[src/rtl/mem_arbiter_pkg.sv]
`default_nettype none
// ============================================================================
// Module   : mem_arbiter_pkg
// Brief    : Shared types and defaults for the two-requester memory arbiter.
// Revision : 1.0 - initial release
// ============================================================================
package mem_arbiter_pkg;

    localparam int unsigned c_default_addr_w = 32;
    localparam int unsigned c_default_data_w = 32;

    typedef enum logic [1:0] {
        OWNER_NONE = 2'd0,
        OWNER_IF   = 2'd1,
        OWNER_DATA = 2'd2
    } owner_e;

    // Encoding of the last-winner bit fed to the pick logic
    localparam logic c_winner_if   = 1'b0;
    localparam logic c_winner_data = 1'b1;

endpackage
`default_nettype wire

[src/rtl/mem_arb_pick.sv]
`default_nettype none
// ============================================================================
// Module   : mem_arb_pick
// Brief    : Combinational grant decision between fetch and load/store ports.
// Revision : 1.0 - initial release
// ============================================================================
module mem_arb_pick
    import mem_arbiter_pkg::*;
(
    input  logic i_req,
    input  logic d_req,
    input  logic last_winner,
    output logic i_gnt,
    output logic d_gnt
);

    logic w_tie_to_d;

    // On a tie the port that lost the previous tie takes this one
    assign w_tie_to_d = (last_winner == c_winner_if);

    assign d_gnt = d_req & (~i_req | w_tie_to_d);
    assign i_gnt = i_req & (~d_req | ~w_tie_to_d);

endmodule
`default_nettype wire

[src/rtl/mem_arbiter.sv]
`default_nettype none
// ============================================================================
// Module   : mem_arbiter
// Brief    : Arbitrates an instruction-fetch port and a load/store port onto
//            one single-port, 1-cycle-latency memory. Define MEM_ARBITER_RR_EN
//            for round-robin on ties; otherwise the data port always wins.
// Revision : 1.0 - initial release
// ============================================================================
module mem_arbiter
    import mem_arbiter_pkg::*;
#(
    parameter int unsigned ADDR_W = c_default_addr_w,
    parameter int unsigned DATA_W = c_default_data_w
) (
    input  logic                  clk,
    input  logic                  rst_n,

    input  logic                  i_req,
    input  logic [ADDR_W-1:0]     i_addr,
    output logic                  i_gnt,
    output logic                  i_rvalid,
    output logic [DATA_W-1:0]     i_rdata,

    input  logic                  d_req,
    input  logic                  d_we,
    input  logic [DATA_W/8-1:0]   d_be,
    input  logic [ADDR_W-1:0]     d_addr,
    input  logic [DATA_W-1:0]     d_wdata,
    output logic                  d_gnt,
    output logic                  d_rvalid,
    output logic [DATA_W-1:0]     d_rdata,

    output logic                  mem_en,
    output logic [DATA_W/8-1:0]   mem_we,
    output logic [ADDR_W-1:0]     mem_addr,
    output logic [DATA_W-1:0]     mem_wdata,
    input  logic [DATA_W-1:0]     mem_rdata
);

    localparam logic [ADDR_W-1:0] c_word_mask = {{(ADDR_W-2){1'b1}}, 2'b00};

    owner_e              r_owner;
    owner_e              w_owner_nxt;
    logic                w_last_winner;
    logic                w_pick_i;
    logic                w_pick_d;
    logic [ADDR_W-1:0]   w_addr_sel;

    mem_arb_pick u_pick (
        .i_req       (i_req),
        .d_req       (d_req),
        .last_winner (w_last_winner),
        .i_gnt       (w_pick_i),
        .d_gnt       (w_pick_d)
    );

`ifdef MEM_ARBITER_RR_EN
    logic r_last_winner;

    // Only contested cycles move the round-robin pointer
    always_ff @(posedge clk or negedge rst_n) begin
        if (!rst_n) begin
            r_last_winner <= c_winner_if;
        end else if (i_req && d_req) begin
            r_last_winner <= w_pick_d ? c_winner_data : c_winner_if;
        end
    end

    assign w_last_winner = r_last_winner;
`else
    assign w_last_winner = c_winner_if;
`endif

    // Flops are held by the async reset, so only the visible grants need gating
    assign i_gnt  = w_pick_i & rst_n;
    assign d_gnt  = w_pick_d & rst_n;
    assign mem_en = i_gnt | d_gnt;

    always_comb begin
        w_addr_sel = '0;
        mem_wdata  = '0;
        mem_we     = '0;
        if (d_gnt) begin
            w_addr_sel = d_addr;
            mem_wdata  = d_wdata;
            if (d_we) begin
                mem_we = d_be;
            end
        end else if (i_gnt) begin
            w_addr_sel = i_addr;
        end
    end

    assign mem_addr = w_addr_sel & c_word_mask;

    // Response-owner state register
    always_ff @(posedge clk or negedge rst_n) begin
        if (!rst_n) begin
            r_owner <= OWNER_NONE;
        end else begin
            r_owner <= w_owner_nxt;
        end
    end

    always_comb begin
        w_owner_nxt = OWNER_NONE;
        if (w_pick_d) begin
            w_owner_nxt = OWNER_DATA;
        end else if (w_pick_i) begin
            w_owner_nxt = OWNER_IF;
        end
    end

    always_comb begin
        i_rvalid = 1'b0;
        d_rvalid = 1'b0;
        i_rdata  = '0;
        d_rdata  = '0;
        case (r_owner)
            OWNER_IF: begin
                i_rvalid = 1'b1;
                i_rdata  = mem_rdata;
            end
            OWNER_DATA: begin
                d_rvalid = 1'b1;
                d_rdata  = mem_rdata;
            end
            default: ;
        endcase
    end

`ifndef SYNTHESIS
    a_one_hot_gnt: assert property (@(posedge clk) disable iff (!rst_n) !(i_gnt && d_gnt));
    a_gnt_needs_req: assert property (@(posedge clk) disable iff (!rst_n)
        (!i_gnt || i_req) && (!d_gnt || d_req));
`endif

endmodule
`default_nettype wire

[config.mk]
export PLATFORM = sky130hd
export DESIGN_NAME = mem_arbiter
export DESIGN_NICKNAME = d
export VERILOG_FILES = /design/src/rtl/mem_arbiter_pkg.sv /design/src/rtl/mem_arb_pick.sv /design/src/rtl/mem_arbiter.sv
export SDC_FILE = /design/constraint.sdc
export NUM_CORES = 1
export LEC_CHECK = 0
export ABC_AREA = 0
export CORE_AREA = 3 3 105 107
export DETAILED_ROUTE_END_ITERATION = 12
export DIE_AREA = 0 0 108 110
export PLACE_DENSITY = 0.7
export SYNTH_ARGS = -nofsm -noshare
export SYNTH_HDL_FRONTEND = slang
export SYNTH_HIERARCHICAL = 1
export SYNTH_SLANG_ARGS = --single-unit
[constraint.sdc]
create_clock -name clk -period 1.13 [get_ports clk]
set_input_delay 0.1695 -clock clk [delete_from_list [all_inputs] [get_ports clk]]
set_output_delay 0.1695 -clock clk [all_outputs]
set_load 0.005 [all_outputs]
==> flow_metrics.env, run 1 <==
export IMPL_status="complete, but fails checks"
export IMPL_failed_checks="setup timing"
export IMPL_routabilityCongestion=0.819
export IMPL_synth_cell_types=21
export IMPL_rsz0062_at_grt="true"
export IMPL_first_pass_iters=4
export IMPL_h_tree_depth=1
export IMPL_dr_wl_met2_um=6650
export IMPL_required_ns=0.96
export IMPL_drt_iter0_markers=72
export IMPL_slew_viol_final=0
export IMPL_dp_hpwl_um=7810
export IMPL_synth_edf_count=0
export IMPL_diodes=0
export IMPL_drc=0
export IMPL_worstSetupPathType="reg2out"
export IMPL_fin_crit_ns=1.51
export IMPL_yosysWarnings=6
export IMPL_die_h_um=110
export IMPL_maxCapViolations=0
export IMPL_synthCells=229
export IMPL_die_x_um=108
export IMPL_largest_reg_flops=2
export IMPL_initial_utilization=0.132
export IMPL_hold_violations=0
export IMPL_dp_cells=623
export IMPL_setup_viol=134
export IMPL_met1_length_um=3900
export IMPL_ios=274
export IMPL_wl_per_cell_um=17.1
export IMPL_cts_tree="yes"
export IMPL_biggestRegsByFlops="r_owner: 2 flops"
export IMPL_ys_dominant_reg_cell="dfrtp_1"
export IMPL_vias=2895
export IMPL_power_leakage_uw=0.00251
export IMPL_antenna_found_initial=0
export IMPL_cts_root_buf="clkbuf_8"
export IMPL_finalNonFillerCells=675
export IMPL_grt_pass1_wl_um=16200
export IMPL_cp_start_kind="register"
export IMPL_period_share=1.34
export IMPL_floorplan_rows=37
export IMPL_grt_usage=0.175
export IMPL_synth_top_area_share=0.301
export IMPL_powerDensity_mw_per_mm2=426
export IMPL_wl_um=11600
export IMPL_clockBufferDepth=2
export IMPL_synth_seq_cells=2
export IMPL_synth_largest_area_cell="and2_1"
export IMPL_peakVddDrop_v=0.000216
export IMPL_crit_path_end_kind="output pin"
export IMPL_hold_class="in2async"
export IMPL_ys_top_cells_by_count="and2_1 (65), and3_1 (38), nand2_1 (27), nand3_1 (27), o21ai_1 (19)"
export IMPL_synthTopCellsByArea="and2_1 (30%), and3_1 (18%), nand3_1 (10%)"
export IMPL_grt_max_degree=49
export IMPL_yosysMostFrequentCell="and2_1"
export IMPL_crit_arrival_ns=1.34
export IMPL_via_per_inst=4.29
export IMPL_numCtsBuffers=3
export IMPL_async_flop_share=1.00
export IMPL_syn_cell_area_mm2=0.00135
export IMPL_fmax_mhz=663
export IMPL_clk_pin_slew_ns=0.03
export IMPL_die_area_mm2=0.0119
export IMPL_power_uw=2290
export IMPL_fin_hold_ws_ns=0.0168
export IMPL_yosysSeqAreaShare=0.0371
export IMPL_area_delta_synth_final_pct=298
export IMPL_highest_layer="met4"
export IMPL_gr_total_overflow=0
export IMPL_regMostFlops="r_owner"
export IMPL_first_global_vias=3002
export IMPL_met3_length_um=823
export IMPL_drive_above_1_share=0.629
export IMPL_path_max_fanout=5
export IMPL_setup_ws_ns=-0.379
export IMPL_syn_area_per_cell_um2=5.90
export IMPL_port_buffers=267
export IMPL_design_core_area_mm2=0.0102
export IMPL_ant_nets=0
export IMPL_fin_nets=678
export IMPL_cts_sinks=2
export IMPL_dp_slack_ns=-1.01
kinds of logic after synthesis:
family / count (synthesis) / synth area share
and+or+nand+nor: 161 / 0.676
AOI/OAI and AO/OA: 33 / 0.137
buffers and inverters: 32 / 0.147
DFF: 2 / 0.0371
other: 1 / 0.00278
worst max-delay path by stage:
| stage | start | endpoint | slack, ns |
|---|---|---|---|
| 2_1_floorplan | d_req | mem_we[0] | 0.05 |
| 3_3_place_gp | i_req | mem_addr[31] | -0.96 |
| 3_5_place_dp | i_req | mem_addr[31] | -1.01 |
| 4_1_cts | r_owner[1]$_DFF_PN0_ | d_rdata[15] | -0.38 |
| 5_1_grt | r_owner[1]$_DFF_PN0_ | i_rdata[2] | -0.43 |
| 6_report | r_owner[0]$_DFF_PN0_ | i_rdata[2] | -0.38 |
stage by stage:
stage               utilization  TNS [ns]  instance area, µm²
CTS                       0.503    -34.63                5140
finish                    0.526    -31.22                5380
global placement          0.414    -85.89                4240
floorplan                     -         0                1360
global route              0.526    -36.53                5380
detailed placement        0.414    -88.91                4240
cells in the final DEF, fill, tap and decap left out, drive strengths merged:
cell type,instances
a21boi,2
a31o,2
a32o,1
and2,66
and2b,1
and3,38
buf,203
clkbuf,4
clkdlybuf4s50,129
conb,4
dfrtp,2
inv,3
nand2,27
nand2b,1
nand3,27
nor2b,1
o21a,1
o21ai,27
power breakdown:
part / switching (µW) / leakage, µW / internal [µW]
Sequential: 3.86 / 0.0000252 / 76.8
Clock: 56.2 / 0.0000216 / 225
Combinational: 651 / 0.00247 / 1280
layer usage:
layer  vias up  GRT usage
met5         -          0
met4         0     0.0298
met3        14     0.0280
met2       150      0.372
met1      1337      0.179
li1       1394          -
critical path, cell delays in order (launching register included):
cell,delay [ns]
dfrtp_1,0.37
nor2b_4,0.14
buf_6,0.12
buf_6,0.12
buf_12,0.13
and2_4,0.13
buf_6,0.11
layout make-up:
| type | count | area [µm²] |
|---|---|---|
| flip-flops and latches | 2 | 50.0 |
| fillers | 921 | 4850 |
| well taps | 136 | 170 |
| multi-input cells | 198 | 1650 |
| repair buffers | 333 | 3460 |
| clock buffers | 3 | 41.3 |
| inverters | 3 | 11.3 |
timing repair:
| action | in CTS | in global routing |
|---|---|---|
| pin swaps | 76 | 19 |
| buffers inserted | 38 | 7 |
| cloned | 14 | 1 |
| endpoints found under the setup margin | 136 | 133 |
| hold buffers | 0 | 0 |
| resized for setup | 757 | 87 |
Power figures use the tool's default switching activity.
==> inputs of run 2 (changes only) <==
CORE_AREA = 5 5 104 106   (was 3 3 105 107)
DIE_AREA = 0 0 109 111   (was 0 0 108 110)
PLACE_DENSITY = 0.73   (was 0.7)
==> flow_metrics.env, run 2 (synthesized netlist as in run 1, its figures left out) <==
export IMPL_initial_utilization=0.139
export IMPL_vias=2986
export IMPL_wl_um=12800
export IMPL_p_int_uw=1650
export IMPL_die_area_mm2=0.0121
export IMPL_dp_hpwl_um=8280
export IMPL_fin_tns_setup_ns=-35.96
export IMPL_via_per_inst=4.47
export IMPL_clkPwrFrac=0.117
export IMPL_period_share=1.32
export IMPL_cts_sinks=2
export IMPL_setup_ws_ns=-0.364
export IMPL_port_buffers=267
export IMPL_routabilityCongestion=0.817
export IMPL_power_leakage_uw=0.00254
export IMPL_fillers=824
export IMPL_ant_nets=0
export IMPL_drt_iter0_markers=94
export IMPL_grt_usage=0.188
export IMPL_grtUsageMet3=0.0547
export IMPL_fmax_mhz=670
export IMPL_regMostFlops="r_owner"
export IMPL_grt_pass1_wl_um=17800
export IMPL_crit_arrival_ns=1.32
export IMPL_swShare=0.309
export IMPL_grt_max_degree=36
export IMPL_busiest_layer="met2"
export IMPL_dpl_instance_area_mm2=0.00424
export IMPL_gr_total_overflow=0
export IMPL_peakVddDrop_v=0.000196
export IMPL_first_pass_iters=5
export IMPL_hold_class="in2async"
export IMPL_seqPwrFrac=0.033
export IMPL_first_global_vias=3287
export IMPL_seq_area_um2=50.0
export IMPL_die_h_um=111
export IMPL_drive_above_1_share=0.634
export IMPL_worstSetupPathType="reg2out"
export IMPL_die_x_um=109
export IMPL_floorplan_rows=36
export IMPL_clk_pin_slew_ns=0.03
export IMPL_layout_commonest_cell="clkdlybuf4s50_1"
export IMPL_wl_per_cell_um=19.2
export IMPL_slew_viol_final=0
export IMPL_ios=274
export IMPL_biggestRegsByFlops="r_owner: 2 flops"
export IMPL_cts_tree="yes"
export IMPL_final_area_mm2=0.00546
export IMPL_drc=0
export IMPL_powerDensity_mw_per_mm2=436
export IMPL_numCtsBuffers=3
export IMPL_maxCapViolations=0
export IMPL_diodes=0
export IMPL_path_max_fanout=8
export IMPL_fin_nets=674
export IMPL_crit_path_end_kind="output pin"
export IMPL_status="complete, but fails checks"
export IMPL_layout_common_cells="clkdlybuf4s50_1 (129), buf_6 (127), and2_4 (61), buf_2 (38), and3_4 (35)"
export IMPL_hold_violations=0
export IMPL_cp_start_kind="register"
export IMPL_h_tree_depth=1
export IMPL_setup_viol=135
export IMPL_multiInputGateArea_mm2=0.00162
export IMPL_failed_checks="setup timing"
export IMPL_antenna_found_initial=1
export IMPL_met2_usage=0.367
export IMPL_largest_reg_flops=2
export IMPL_switchingPower_uw=735
export IMPL_design_core_area_mm2=0.00968
export IMPL_required_ns=0.96
export IMPL_grt_util_met1=0.183
export IMPL_area_delta_synth_final_pct=304
export IMPL_cts_root_buf="clkbuf_8"
export IMPL_fin_crit_ns=1.49
export IMPL_pwr_share_comb=0.850
export IMPL_rsz0062_at_grt="true"
export IMPL_clockBufferDepth=2
==> run 2: what timing repair did <==
item                                    in CTS  in global routing
resized for setup                          765                 89
pin swaps                                   67                 22
setup buffers                               30                 11
hold buffers                                 0                  0
endpoints found under the setup margin     136                135
gates cloned                                11                  3
==> run 2: final timing paths <==
check	from	end	slack, ns	cells past startpoint
setup / recovery	r_owner[1]$_DFF_PN0_	d_rdata[7]	-0.36	5
hold / removal	rst_n	r_owner[1]$_DFF_PN0_	0.24	3
max in group asynchronous	rst_n	r_owner[0]$_DFF_PN0_	0.80	3
min in group clk	d_req	r_owner[0]$_DFF_PN0_	0.57	6
==> run 2: power groups by stage <==
stage	combinational [µW]	sequential [µW]	clock [µW]
global placement	1380	79.3	0
detailed placement	1400	79.8	0
finish	2020	79.3	278
CTS	1860	79.5	288
floorplan	384	79.2	0
global route	2140	79.9	303
==> run 2: routing by layer <==
| layer | routed length (µm) | vias up |
|---|---|---|
| met5 | 13 | - |
| met4 | 417 | 2 |
| met3 | 1110 | 32 |
| met2 | 6930 | 171 |
| met1 | 4330 | 1397 |
| li1 | - | 1384 |
==> run 2: cell type report <==
cell class / instances / share of cell area
timing repair buffer: 329 / 0.653
multi-input combinational: 198 / 0.296
tap: 133 / 0.0305
sequential: 2 / 0.00917
clock buffer: 3 / 0.00756
inverter: 3 / 0.00298
==> run 2: per-stage QoR <==
| stage | utilization | std cells | setup slack, ns | hold slack, ns | power, µW |
|---|---|---|---|---|---|
| after global routing | 0.564 | 668 | -0.406 | 0.273 | 2520 |
| final | 0.564 | 668 | -0.364 | 0.237 | 2380 |
| after CTS | 0.528 | 664 | -0.426 | 0.223 | 2230 |
| after global placement | 0.438 | 621 | -0.929 | 0.517 | 1460 |
| after detailed placement | 0.438 | 621 | -0.967 | 0.523 | 1480 |
| after floorplan | - | 232 | 0.0460 | -0.126 | 463 |
==> run 2: critical path, cell delays in order, from the launching register on <==
cell,delay [ns]
dfrtp_1,0.37
and2b_2,0.21
buf_6,0.14
buf_16,0.14
and2_4,0.14
buf_6,0.11
==> inputs of run 3 (changes only) <==
MAX_ROUTING_LAYER = met4   (was unset)
PLACE_DENSITY = unset   (was 0.73)
clock period = 1.4 ns   (was 1.13 ns; I/O delays follow)
==> flow_metrics.env, run 3 (synthesized netlist as in run 1, its figures left out) <==
export IMPL_status="complete, but fails checks"
export IMPL_failed_checks="setup timing"
export IMPL_cp_top_family="buffers and inverters"
export IMPL_routabilityCongestion=0.834
export IMPL_grt_max_degree=51
export IMPL_power_uw=1950
export IMPL_layout_commonest_cell="buf_6"
export IMPL_die_area_mm2=0.0121
export IMPL_drc=0
export IMPL_numCtsBuffers=3
export IMPL_worstSetupPathType="reg2out"
export IMPL_cts_sinks=2
export IMPL_hold_buffers=0
export IMPL_first_global_vias=3188
export IMPL_vias=2954
export IMPL_grt_pass1_wl_um=16600
export IMPL_drt_iter0_markers=90
export IMPL_setup_viol=123
export IMPL_biggestRegsByFlops="r_owner: 2 flops"
export IMPL_wl_per_cell_um=17.5
export IMPL_required_ns=1.19
export IMPL_hold_violations=0
export IMPL_fin_nets=695
export IMPL_gr_total_overflow=0
export IMPL_cts_tree="yes"
export IMPL_initial_utilization=0.139
export IMPL_die_x_um=109
export IMPL_critical_path_cell_chain="nor2b_4, buf_6, buf_6, buf_6, buf_6, and2_4, buf_6"
export IMPL_dp_hpwl_um=8160
export IMPL_slew_viol_final=0
export IMPL_first_pass_iters=4
export IMPL_maxCapViolations=0
export IMPL_ant_nets=0
export IMPL_crit_buf_inv=5
export IMPL_fillers=887
export IMPL_fin_tns_setup_ns=-14.34
export IMPL_layout_common_cells="buf_6 (137), clkdlybuf4s50_1 (129), and2_4 (55), buf_2 (45), and3_4 (29)"
export IMPL_largest_reg_flops=2
export IMPL_critPathSlowestCell="dfrtp_1"
export IMPL_cp_start_kind="register"
export IMPL_clk_pin_slew_ns=0.03
export IMPL_port_buffers=267
export IMPL_clockBufferDepth=2
export IMPL_crit_top_cell="buf_6"
export IMPL_crit_end="i_rdata[20]"
export IMPL_wl_um=12100
export IMPL_period_share=1.19
export IMPL_fin_util=0.574
export IMPL_design_core_area_mm2=0.00968
export IMPL_crit_path_end_kind="output pin"
export IMPL_diodes=0
export IMPL_path_max_fanout=8
export IMPL_fmax_mhz=600
export IMPL_via_per_inst=4.29
export IMPL_path_depth=7
export IMPL_hold_class="in2async"
export IMPL_floorplan_rows=36
export IMPL_power_leakage_uw=0.00264
export IMPL_drive_above_1_share=0.622
export IMPL_setup_ws_ns=-0.265
export IMPL_cp_startpoint="r_owner[1]$_DFF_PN0_"
export IMPL_peakVddDrop_v=0.000153
export IMPL_area_delta_synth_final_pct=311
export IMPL_antenna_found_initial=0
export IMPL_regMostFlops="r_owner"
export IMPL_cpPeakStageDelay_ns=0.40
export IMPL_h_tree_depth=1
export IMPL_powerDensity_mw_per_mm2=352
export IMPL_grt_usage=0.177
export IMPL_fin_crit_ns=1.67
export IMPL_cts_root_buf="clkbuf_8"
export IMPL_fin_hold_ws_ns=0.0171
export IMPL_rsz0062_at_grt="true"
export IMPL_die_h_um=111
export IMPL_ios=274
export IMPL_crit_arrival_ns=1.46
## run 3: layout make-up
type / instances / area, µm² / share of cell area
timing repair buffer: 350 / 3690 / 0.664
clock buffer: 3 / 41.3 / 0.00743
multi-input combinational: 198 / 1590 / 0.287
tap: 133 / 166 / 0.0300
sequential: 2 / 50.0 / 0.00901
inverter: 3 / 16.3 / 0.00293
## run 3: through the flow
| step | setup slack [ns] | instances | cell area (µm²) |
|---|---|---|---|
| 2_1_floorplan | 0.235 | 232 | 1360 |
| 4_1_cts | -0.418 | 674 | 5080 |
| 6_report | -0.265 | 689 | 5560 |
| 3_5_place_dp | -0.787 | 620 | 4220 |
| 5_1_grt | -0.317 | 689 | 5560 |
| 3_3_place_gp | -0.748 | 620 | 4220 |
## run 3: timing repair
item                       CTS  global route
setup buffers               39            27
gates resized for setup    524           284
hold endpoints to repair     0             0
pin swaps                   51            30
setup endpoints to repair  135           127
gates cloned                14             3
## run 3: worst min path at each step
stage                     cells past startpoint                    to
after global placement                        2  r_owner[1]$_DFF_PN0_
after CTS                                     2  r_owner[1]$_DFF_PN0_
after detailed placement                      2  r_owner[1]$_DFF_PN0_
after floorplan                               0  r_owner[0]$_DFF_PN0_
after global routing                          2  r_owner[1]$_DFF_PN0_
final                                         2  r_owner[1]$_DFF_PN0_
## run 3: per-layer routing
layer | up-vias | share of wire | global-route usage
li1 | 1419 | - | -
met1 | 1354 | 0.35 | 0.180
met2 | 171 | 0.55 | 0.348
met3 | 10 | 0.084 | 0.0245
met4 | 0 | 0.012 | 0.0396
met5 | - | 0 | -
## run 3: power by group
group | internal [µW] | switching [µW]
Combinational | 1110 | 546
Sequential | 62.0 | 3.00
Clock | 182 | 47.7
==> variant: new RTL, flow settings as in run 2 <==
The option `MEM_ARBITER_RR_EN` is turned on by a define.
--- a/src/rtl/mem_arbiter.sv
+++ b/src/rtl/mem_arbiter.sv
@@ -7,4 +7,6 @@
 // Revision : 1.0 - initial release
 // ============================================================================
+`define MEM_ARBITER_RR_EN
+
 module mem_arbiter
     import mem_arbiter_pkg::*;
Function: changed (a bounded check fails within 4 cycles, from zero or initial values and one cycle with rst_n low).
==> variant against run 2 <==
  * The flow still finishes with violations (setup timing)
  * Synthesized area down 7.7%
  * First-iteration DRC count increased by 2.1%
  * Final area shrank 11%
  * Largest power group unchanged
  * Critical endpoint is now mem_addr[15]
  * Synthesized cell count shrank 25%
  * Largest cell class unchanged
  * Total power increased by 11%
  * Sequential cell count grew 1
  * Critical path type unchanged
  * Clock power up 13%
  * Critical path depth grew 2
  * Worst setup slack worse by 0.36 ns
  * Wire length fell by 13%
==> variant: results (changes against run 2) <==
metric,value,unit,change
status,"finished, violations left",,
initial antenna violation count,0,,-1
Yosys cell types,17,,-19%
mux share of post-synthesis cell area,0.904,%,+0.90 points
HPWL after detailed placement,7.41,mm,-11%
DRT iter0 DRCs,96,,+2.1%
failing checks,setup timing,,
drt pass-1 iters,4,,-1
pwr dens,544,nW/um^2,+25%
DP Area,4090,um^2,-3.5%
R2R Setup Slk,-0.04,ns,
Routed wire per std cell,18.1,um,-5.7%
Seq power,136,uW,+72%
dpl ws,-0.968,ns,-0.00122 ns
Psw,799,uW,+8.7%
"top cells by area, synth","and2_1 33%, a32o_1 24%, and3_1 18%",,
post-placement cell count,559,,-10%
Non-Filler Instances,614,,-8.1%
first-pass GRT wire length,14.9,mm,-16%
area fraction in compound gates after synthesis,25.9,%,+12 points
Fin Setup TNS,-65.48,ns,-29.51 ns
Setup Skew,0.00781,ns,
critical path arrival,1.68,ns,+0.36 ns
max_cap viols,0,,unchanged
CP Max Fanout,6,,-2
final net count,619,,-8.2%
biggest regs,"r_owner (2), r_last_winner (1)",,
asr flop ratio synth,100,%,unchanged
critical path's largest stage delay,0.41,ns,+0.04 ns
Fin Hold WS,0.178,ns,-0.0589 ns
vias per cell,4.25,,-4.9%
synth cell count leaders,"65 x and2_1, 36 x and3_1, 30 x a32o_1",,
clock network power share,11.9,%,+0.2 points
routability cong.,0.842,,+3.1%
final worst slack,-0.724,ns,-0.361 ns
layout cell share with drive strength beyond 1,54.7,%,-8.7 points
largest net degree at the start of global routing,37,,+2.8%
worst vdd ir,317,uV,+61%
vias in the first global route,2707,,-18%
CP Launch Point,r_last_winner$_DFFE_PN0P_,,
Synth Instances,172,,-25%
Fill cells,895,,+8.6%
Tot GR Track Use,15.6,%,-3.2 points
"Seq/Total Area, Yosys",6.02,%,+2.3 points
leakage,2.37,nW,-6.7%
Finish-stage setup viols,136,,+0.74%
## variant: changes by cell type in the layout (fill, tap and decap cells not counted), moves of 26 or more
cell      change
and3_4       -32
a32o_1       +28
clkbuf_2     +26
o21ai_2      -27
buf_6        -44
nand2_1      -26
and3_1       +30
## variant: routing by layer
layer / up-vias / wire length [um] / track usage [%] / share of wire (%)
li1: 1245 / - / - / -
met3: 16 / 1010 / 3.79 / 9.1
met4: 0 / 192 / 3.03 / 1.7
met2: 151 / 6150 / 32.3 / 55
met5: - / 0 / 0 / 0
met1: 1198 / 3740 / 14.8 / 34
## variant: kinds of logic (layout without fill, tap and decap cells)
kind of cell | after synthesis | count (layout)
muxes | 1 | 1
AOI/OAI and AO/OA | 33 | 33
DFF | 3 | 3
buffers and inverters | 27 | 335
and+or+nand+nor | 107 | 107
other | 1 | 2
## variant: worst paths after layout
check,endpoint,depth (start not counted)
worst min register to register,r_last_winner$_DFFE_PN0P_,1
min in group clk,r_last_winner$_DFFE_PN0P_,3
max in group asynchronous,r_last_winner$_DFFE_PN0P_,2
worst max-delay path,mem_addr[15],7
worst min-delay path,r_owner[0]$_DFF_PN0_,2
worst max register to register,r_last_winner$_DFFE_PN0P_,4
## variant: layout make-up
class | instances | area [um^2] | share of cell area [%]
well taps | 133 | 166 | 3.44
multi-input cells | 143 | 1200 | 24.9
clock buffers | 4 | 45.0 | 0.930
flip-flops and latches | 3 | 75.1 | 1.55
inverters | 1 | 3.75 | 0.0775
repair buffers | 330 | 3350 | 69.1
## variant: timing repair
action,CTS,global route
setup buffers,23,22
endpoints found under the setup margin,137,136
pin swaps,24,47
gates resized for setup,315,290
hold endpoints to repair,1,0
cloned,9,3
hold buffers,1,0
